$ cat src/rtl/smart_home_pkg.sv
// Shared types and default constants for the smart-home controller.
// HVAC state codes are also consumed by the display logic.
package smart_home_pkg;

  localparam int TEMP_W         = 7;
  localparam int DEF_HEAT_ON_TH  = 50;
  localparam int DEF_HEAT_OFF_TH = 55;
  localparam int DEF_COOL_ON_TH  = 80;
  localparam int DEF_COOL_OFF_TH = 75;
  localparam int DEF_MIN_ON      = 16;
  localparam int DEF_DEAD_CYC    = 4;

  typedef enum logic [2:0] {
    S_IDLE = 3'd0,
    S_HEAT = 3'd1,
    S_COOL = 3'd2,
    S_DEAD = 3'd3,
    S_LOCK = 3'd4
  } hvac_state_t;

  function automatic int max2(input int a, input int b);
    return (a > b) ? a : b;
  endfunction

endpackage

$ cat src/rtl/hvac_sequencer_hold_timer.sv
// Saturating up-counter with clear and terminal-count flag.
// Shared by the minimum on-time and dead-time intervals.
module hold_timer #(
  parameter int W = 5
) (
  input  logic         clk,
  input  logic         i_rst_n,
  input  logic         i_clr,
  input  logic         i_en,
  input  logic [W-1:0] i_lim,
  output logic         o_tc
);

  logic [W-1:0] r_cnt;

  // Count toward the limit and hold there; clear has priority.
  always_ff @(posedge clk) begin
    if (!i_rst_n || i_clr)
      r_cnt <= '0;
    else if (i_en && (r_cnt < i_lim))
      r_cnt <= r_cnt + 1'b1;
  end

  assign o_tc = (r_cnt == i_lim);

endmodule

$ cat src/rtl/hvac_sequencer.sv
// Heater/cooler sequencer: hysteresis, minimum on-time,
// dead-time interlock and fire-alarm lockout.
module hvac_sequencer #(
  parameter int TEMP_W      = smart_home_pkg::TEMP_W,
  parameter int HEAT_ON_TH  = smart_home_pkg::DEF_HEAT_ON_TH,
  parameter int HEAT_OFF_TH = smart_home_pkg::DEF_HEAT_OFF_TH,
  parameter int COOL_ON_TH  = smart_home_pkg::DEF_COOL_ON_TH,
  parameter int COOL_OFF_TH = smart_home_pkg::DEF_COOL_OFF_TH,
  parameter int MIN_ON      = smart_home_pkg::DEF_MIN_ON,
  parameter int DEAD_CYC    = smart_home_pkg::DEF_DEAD_CYC
) (
  input  logic              clk,
  input  logic              Rst,
  input  logic              en,
  input  logic              SFA,
  input  logic [TEMP_W-1:0] ST,
  output logic              heater,
  output logic              cooler,
  output logic [2:0]        state_o,
  output logic              busy
);
  import smart_home_pkg::*;

  localparam int CNT_MAX = max2(MIN_ON, DEAD_CYC);
  localparam int CW      = $clog2(CNT_MAX + 1);

  localparam logic [CW-1:0] MIN_LIM  = CW'(MIN_ON - 1);
  localparam logic [CW-1:0] DEAD_LIM = CW'(DEAD_CYC - 1);

  localparam logic [TEMP_W-1:0] HON  = TEMP_W'(HEAT_ON_TH);
  localparam logic [TEMP_W-1:0] HOFF = TEMP_W'(HEAT_OFF_TH);
  localparam logic [TEMP_W-1:0] CON  = TEMP_W'(COOL_ON_TH);
  localparam logic [TEMP_W-1:0] COFF = TEMP_W'(COOL_OFF_TH);

  if (!(HEAT_ON_TH <= HEAT_OFF_TH &&
        HEAT_OFF_TH < COOL_OFF_TH &&
        COOL_OFF_TH <= COOL_ON_TH)) begin : g_bad_th
    $fatal(1, "hvac_sequencer: bad threshold ordering");
  end

  if (MIN_ON < 1 || DEAD_CYC < 1) begin : g_bad_tm
    $fatal(1, "hvac_sequencer: MIN_ON and DEAD_CYC must be >= 1");
  end

  hvac_state_t   r_state;
  hvac_state_t   w_next;
  logic          w_clr;
  logic          w_inc;
  logic          w_tc;
  logic [CW-1:0] w_lim;

  logic w_heat_req;
  logic w_cool_req;
  logic w_heat_done;
  logic w_cool_done;

  assign w_heat_req  = (ST <  HON);
  assign w_cool_req  = (ST >  CON);
  assign w_heat_done = (ST >= HOFF);
  assign w_cool_done = (ST <= COFF);

  // Timer restarts on every state change; limit follows the state.
  assign w_clr = (w_next != r_state);
  assign w_inc = busy;
  assign w_lim = (r_state == S_DEAD) ? DEAD_LIM : MIN_LIM;

  hold_timer #(
    .W (CW)
  ) u_timer (
    .clk     (clk),
    .i_rst_n (Rst),
    .i_clr   (w_clr),
    .i_en    (w_inc),
    .i_lim   (w_lim),
    .o_tc    (w_tc)
  );

  // State register; reset drops straight to IDLE.
  always_ff @(posedge clk) begin
    if (!Rst)
      r_state <= S_IDLE;
    else
      r_state <= w_next;
  end

  // Next state: alarm first, then enable, then temperature/timer.
  always_comb begin
    w_next = r_state;
    case (r_state)
      S_IDLE: begin
        if (SFA)
          w_next = S_LOCK;
        else if (en && w_heat_req)
          w_next = S_HEAT;
        else if (en && w_cool_req)
          w_next = S_COOL;
      end
      S_HEAT: begin
        if (SFA)
          w_next = S_LOCK;
        else if (!en)
          w_next = S_DEAD;
        else if (w_tc && w_heat_done)
          w_next = S_DEAD;
      end
      S_COOL: begin
        if (SFA)
          w_next = S_LOCK;
        else if (!en)
          w_next = S_DEAD;
        else if (w_tc && w_cool_done)
          w_next = S_DEAD;
      end
      S_DEAD: begin
        if (SFA)
          w_next = S_LOCK;
        else if (w_tc)
          w_next = S_IDLE;
      end
      S_LOCK: begin
        if (!SFA)
          w_next = S_DEAD;
      end
      default: w_next = S_DEAD;
    endcase
  end

  assign heater  = (r_state == S_HEAT);
  assign cooler  = (r_state == S_COOL);
  assign busy    = (r_state == S_HEAT) ||
                   (r_state == S_COOL) ||
                   (r_state == S_DEAD);
  assign state_o = r_state;

endmodule

$ cat config.mk
export PLATFORM = sky130hd
export DESIGN_NAME = hvac_sequencer
export DESIGN_NICKNAME = d
export VERILOG_FILES = /design/src/rtl/smart_home_pkg.sv /design/src/rtl/hvac_sequencer_hold_timer.sv /design/src/rtl/hvac_sequencer.sv
export SDC_FILE = /design/constraint.sdc
export NUM_CORES = 1
export LEC_CHECK = 0
export CORE_ASPECT_RATIO = 1.2
export CORE_MARGIN = 1
export CORE_UTILIZATION = 31
export DETAILED_ROUTE_END_ITERATION = 10
export PLACE_DENSITY = 0.58
export SETUP_SLACK_MARGIN = 0.2
export SYNTH_ARGS = -nofsm -noshare
export SYNTH_HDL_FRONTEND = slang
export SYNTH_SLANG_ARGS = --single-unit
$ cat constraint.sdc
create_clock -name clk -period 3 [get_ports clk]
set_input_delay 0.45 -clock clk [delete_from_list [all_inputs] [get_ports clk]]
set_output_delay 0.45 -clock clk [all_outputs]
set_load 0.01 [all_outputs]
==> results of run 1 <==
-- per-layer routing --
metal	wire, um	vias up	GRT usage
met5	0	-	0
li1	-	349	-
met3	67	5	0.0297
met4	36	0	0.108
met1	816	320	0.189
met2	756	17	0.232
-- worst max-delay path, delay by kind of cell, from the launching register on --
family / cells / cell delay [ps]
flip-flops: 1 / 570
AND/OR/NAND/NOR: 4 / 690
AO/OA/AOI/OAI: 2 / 740
adder cells (fa/ha/maj): 1 / 310
XOR/XNOR: 1 / 170
-- worst max path at each step --
| stage | startpoint | to |
|---|---|---|
| 2_1_floorplan | state_o[2]$_SDFF_PN0_ | u_timer.r_cnt[3]$_SDFFE_PP0P_ |
| 3_3_place_gp | state_o[0]$_SDFF_PN0_ | u_timer.r_cnt[3]$_SDFFE_PP0P_ |
| 3_5_place_dp | state_o[0]$_SDFF_PN0_ | u_timer.r_cnt[3]$_SDFFE_PP0P_ |
| 4_1_cts | state_o[0]$_SDFF_PN0_ | u_timer.r_cnt[3]$_SDFFE_PP0P_ |
| 5_1_grt | state_o[1]$_SDFF_PN0_ | u_timer.r_cnt[3]$_SDFFE_PP0P_ |
| 6_report | state_o[1]$_SDFF_PN0_ | u_timer.r_cnt[3]$_SDFFE_PP0P_ |
-- per-stage QoR --
step | instance area (um^2) | std cells | power (uW) | util
floorplan | 716 | 82 | 182 | -
global route | 906 | 128 | 316 | 0.428
finish | 906 | 128 | 295 | 0.428
CTS | 905 | 128 | 301 | 0.427
global placement | 882 | 125 | 217 | 0.417
detailed placement | 882 | 125 | 217 | 0.417
-- cell usage after synthesis (all sizes together) --
| library cell | count |
|---|---|
| a211o | 1 |
| o21ai | 1 |
| o2111a | 1 |
| a221oi | 2 |
| nand2b | 2 |
| or2 | 2 |
| nor2b | 3 |
| a21oi | 6 |
| nor2 | 9 |
| o22ai | 1 |
| a211oi | 2 |
| nor3 | 8 |
| buf | 4 |
| o2111ai | 1 |
| or3 | 1 |
| o221ai | 1 |
| nand4 | 1 |
| nand4b | 1 |
| o21a | 1 |
| xor2 | 2 |
| a21o | 1 |
| a2111oi | 1 |
| xnor2 | 1 |
| nand3 | 4 |
| inv | 2 |
| o211a | 1 |
| and4b | 1 |
| a41oi | 2 |
| dfxtp | 8 |
| ha | 3 |
| a31oi | 1 |
| or3b | 1 |
| and2 | 1 |
| mux2i | 1 |
| nand2 | 3 |
| a31o | 1 |
-- power by group --
part	internal (uW)	switching (uW)	total (uW)
sequential	110	8.76	119
clock	45.7	34.7	80.4
combinational	47.9	47.6	95.5
total	204	91.0	295
-- logic make-up after synthesis --
kind of cell / count (synthesis) / share of synthesized area
fa+ha+maj: 3 / 0.0525
xor+xnor: 3 / 0.0367
compound gates: 24 / 0.316
flops: 8 / 0.224
mux: 1 / 0.0140
simple gates: 37 / 0.292
buf+inv: 6 / 0.0647
-- sequential cells by signal, summed over array words and instances, names as in the netlist --
| name | flops |
|---|---|
| u_timer.r_cnt | 5 |
| state_o | 3 |
-- area by class of cell --
type                    count  area [um^2]
clock buffers               3         22.5
well taps                  30         37.5
flip-flops and latches      8          161
fillers                   223         1210
repair buffers             17          168
inverters                   2         7.51
multi-input cells          68          509
-- what timing repair did --
action / 4_1_cts / 5_1_grt
endpoints found under the setup margin: 0 / 1
endpoints found under the hold margin: 0 / 0
resized for setup: 0 / 1
==> impl_metrics.py, run 1 <==
metrics = {
    "status": {
        "outcome": "finished, final reports clean",
    },
    "place": {
        "io_buffers": 16,
        "gp_congestion": 0.900,
        "pre_cts_ws_ps": 396,
        "dp_hpwl_um": 1300,
    },
    "power_and_ir_drop": {
        "p_leak_uw": 0.000315,
        "p_per_area_mw_per_mm2": 326,
        "peakVddDrop_mv": 0.209,
    },
    "grt": {
        "grt_first_pass_wirelength_um": 2750,
        "grt_max_degree": 13,
        "antenna_found_initial": 0,
        "grt_usage": 0.153,
        "grt_pass1_vias": 669,
        "overflow": 0,
    },
    "routing": {
        "num_vias": 691,
        "post_drt_via_cell_ratio": 5.40,
        "drc": 0,
        "dr.pass1.iters": 4,
        "drt-initial-drc-count": 9,
        "routed_wl_um": 1680,
        "ant_nets": 0,
        "detail_route.wl_per_cell_um": 13.1,
    },
    "timing": {
        "setup_viol": 0,
        "finalCritPeriodShare": 0.848,
        "clock_skew_ps": 1.83,
        "tightest_slew_ps": 548,
        "post-route-min-period_ps": 2550,
        "relSlewSlack": 0.630,
        "final_hold_viol_count": 0,
        "hold-worst-slack_ps": 580,
        "final_max_slew_viol_count": 0,
        "max_freq_mhz": 393,
        "rsz0062_at_grt": "false",
        "setup_slack_ps": 455,
        "setup_tns_ps": 0,
    },
    "critical_path": {
        "crit_chain": "nand2b_1 > nor2_1 > ha_1 > a31o_1 > a2111oi_4 > nand4_1 > xor2_1 > nor3_2",
        "r2r_end": "u_timer.r_cnt[3]$_SDFFE_PP0P_",
        "critPathKind": "reg -> reg",
        "slowest_stage": "dfxtp_1",
        "arrival_ps": 2720,
        "crit_path_max_fanout": 11,
        "slowest_delay_ps": 570,
        "ff2ff_setup_slack_ps": 450,
        "end_kind": "flop",
        "r2r_cells": 8,
        "rr_startpoint": "state_o[1]$_SDFF_PN0_",
        "cp.required_ps": 3180,
        "start_kind": "flop",
    },
    "floorplanning": {
        "dieWidth_um": 45.9,
        "floorplan.initialDensity": 0.338,
        "num_rows": 18,
        "fp.dieH_um": 54.6,
        "fp.coreArea_mm2": 0.00212,
        "dieArea_mm2": 0.00251,
        "ioPinCount": 17,
    },
    "clocking": {
        "clk_pin_slew_ps": 50,
        "cts_tree": "yes",
        "htreeDepth": 1,
        "root_buffer": "clkbuf_4",
        "numCtsBuffers": 3,
        "post_cts_buffers": 0,
        "cts_num_sinks": 8,
        "clk_latency_ps": 250,
        "cts-hold-fix-buffers": 0,
        "cts_buffer_depth": 2,
    },
    "synthesis": {
        "netlist_instances": 82,
        "synthesis.area_um2": 716,
        "syn_area_per_cell_um2": 8.73,
        "ys_warn_count": 0,
        "yosysTopAreaCellShare": 0.224,
        "synth_cell_types": 42,
        "synth_area_leaders": "dfxtp_1, ha_1, nor3_1",
        "seq_area_frac_synth": 0.224,
        "synth-seq-cells": 8,
        "yosysTopAreaCell": "dfxtp_1",
        "synth.net_count": 96,
    },
    "min_path": {
        "hold_start": "u_timer.r_cnt[1]$_SDFFE_PP0P_",
        "worst_hold_path.endpoint": "u_timer.r_cnt[1]$_SDFFE_PP0P_",
        "min_path_type": "reg -> reg",
        "holdPathStages": 2,
    },
    "finish": {
        "drive_gt1_frac": 0.143,
        "mostFrequentLayoutCells": "clkdlybuf4s50_1, nor2_1, nor3_1, dfxtp_1, a21oi_1",
        "layout_commonest_cell": "clkdlybuf4s50_1",
        "nNetsFinal": 114,
        "diodes": 0,
        "area_delta_synth_final_pct": 26.6,
    },
    "flow_run": {
        "maxCapViolCount": 0,
    },
}
Power figures use the tool's default switching activity.
==> run 2: changes to the inputs <==
- PLACE_DENSITY: 0.58 -> 0.6
- clock period: 3 -> 2.22 ns (I/O delays scaled with it)
==> impl_metrics.py, run 2 (synthesis results as in run 1) <==
metrics = {
    "routing": {
        "routed_wl_um": 1710,
        "dr.pass1.iters": 4,
        "post_drt_via_cell_ratio": 5.28,
        "detail_route.wl_per_cell_um": 12.5,
        "drt-initial-drc-count": 17,
        "ant_nets": 0,
        "num_vias": 723,
        "drc": 0,
    },
    "power_and_ir_drop": {
        "peakVddDrop_mv": 0.287,
        "p_leak_uw": 0.000360,
        "fin_total_pwr_uw": 424,
        "p_per_area_mw_per_mm2": 421,
    },
    "clocking": {
        "clk_pin_slew_ps": 50,
        "clk_latency_ps": 250,
        "cts_num_sinks": 8,
        "numCtsBuffers": 3,
        "cts_tree": "yes",
        "root_buffer": "clkbuf_4",
        "htreeDepth": 1,
        "cts_buffer_depth": 2,
    },
    "place": {
        "io_buffers": 16,
        "pre_cts_ws_ps": 73.4,
        "dpl.cell_count": 129,
        "dp_hpwl_um": 1330,
        "gp_congestion": 0.808,
    },
    "grt": {
        "overflow": 0,
        "grt_usage": 0.158,
        "grt_pass1_vias": 662,
        "grt_max_degree": 13,
        "antenna_found_initial": 0,
        "grt_first_pass_wirelength_um": 2790,
    },
    "critical_path": {
        "cp.required_ps": 2340,
        "arrival_ps": 2120,
        "start_kind": "flop",
        "critPathKind": "reg -> reg",
        "crit_path_max_fanout": 5,
        "crit_path_start": "state_o[2]$_SDFF_PN0_",
        "end_kind": "flop",
        "rr_startpoint": "state_o[2]$_SDFF_PN0_",
    },
    "floorplanning": {
        "fp.coreArea_mm2": 0.00212,
        "ioPinCount": 17,
        "num_rows": 18,
        "fp.dieH_um": 54.6,
        "dieWidth_um": 45.9,
        "dieArea_mm2": 0.00251,
        "floorplan.initialDensity": 0.338,
    },
    "status": {
        "outcome": "finished, final reports clean",
    },
    "finish": {
        "layout_commonest_cell": "clkdlybuf4s50_1",
        "mostFrequentLayoutCells": "clkdlybuf4s50_1, buf_4, nor2_1",
        "diodes": 0,
        "stdcell_count": 137,
        "drive_gt1_frac": 0.262,
        "nNetsFinal": 122,
        "largest_reg_flops": 5,
        "area_delta_synth_final_pct": 40.6,
        "regMostFlops": "u_timer.r_cnt",
        "nFillCells": 232,
    },
    "timing": {
        "clock_skew_ps": 7.78,
        "final_hold_viol_count": 0,
        "tightest_slew_ps": 405,
        "relSlewSlack": 0.728,
        "rsz0062_at_grt": "true",
        "setup_tns_ps": 0,
        "finalCritPeriodShare": 0.900,
        "post-route-min-period_ps": 2000,
        "setup_slack_ps": 223,
        "final_max_slew_viol_count": 0,
        "setup_viol": 0,
        "max_freq_mhz": 501,
    },
    "min_path": {
        "hold_start": "u_timer.r_cnt[1]$_SDFFE_PP0P_",
        "min_path_type": "reg -> reg",
    },
    "flow_run": {
        "maxCapViolCount": 0,
    },
}
## run 2: cell types whose count changed in the layout (fill, tap and decap cells not counted), sizes merged
cell,previous run,this run
buf,1,9
clkbuf,3,4
## run 2: layer usage
| metal | track usage | wire (um) | up-vias |
|---|---|---|---|
| li1 | - | - | 370 |
| met2 | 0.258 | 858 | 24 |
| met3 | 0.0330 | 99 | 2 |
| met1 | 0.188 | 742 | 327 |
| met4 | 0.0882 | 13 | 0 |
| met5 | 0 | 0 | - |
## run 2: cell type report
type / count / area (um^2) / share of cell area
multi-input cells: 68 / 542 / 0.539
repair buffers: 25 / 228 / 0.226
flip-flops and latches: 8 / 165 / 0.164
well taps: 30 / 37.5 / 0.0373
clock buffers: 4 / 26.3 / 0.0261
inverters: 2 / 7.51 / 0.00746
## run 2: where the power goes
group | switching [uW] | leakage [uW] | internal [uW] | total [uW]
logic | 78.0 | 0.000279 | 78.7 | 157
registers | 4.29 | 0.0000660 | 149 | 153
clock network | 45.2 | 0.0000150 | 68.5 | 114
total | 128 | 0.000360 | 296 | 424
## run 2: worst paths after layout
kind                                    to  slack [ps]  cells after the start
max reg2reg  u_timer.r_cnt[2]$_SDFFE_PP0P_         220                     10
min reg2reg  u_timer.r_cnt[1]$_SDFFE_PP0P_         570                      2
min          u_timer.r_cnt[1]$_SDFFE_PP0P_         570                      2
max          u_timer.r_cnt[2]$_SDFFE_PP0P_         220                     10
## run 2: repair_timing
action	4_1_cts	5_1_grt
setup endpoints to repair	4	5
gates resized for setup	1	1
pin swaps	8	4
buffers inserted	2	2
hold buffers	0	0
gates cloned	0	0
## run 2: critical path, cell delays in order (launching register included)
cell,delay [ps]
dfxtp_4,340
nand2b_4,130
nor2_4,50
ha_1,340
nand4b_1,180
buf_4,180
nor3_1,120
o21ai_1,110
a41oi_1,190
buf_4,180
nor3_1,50
## run 2: through the flow
stage	cell area, um^2	hold slack (ps)	util
final	1010	565	0.475
after global routing	1010	586	0.475
after CTS	986	566	0.466
after detailed placement	945	559	0.446
after global placement	945	562	0.446
after floorplan	748	451	-
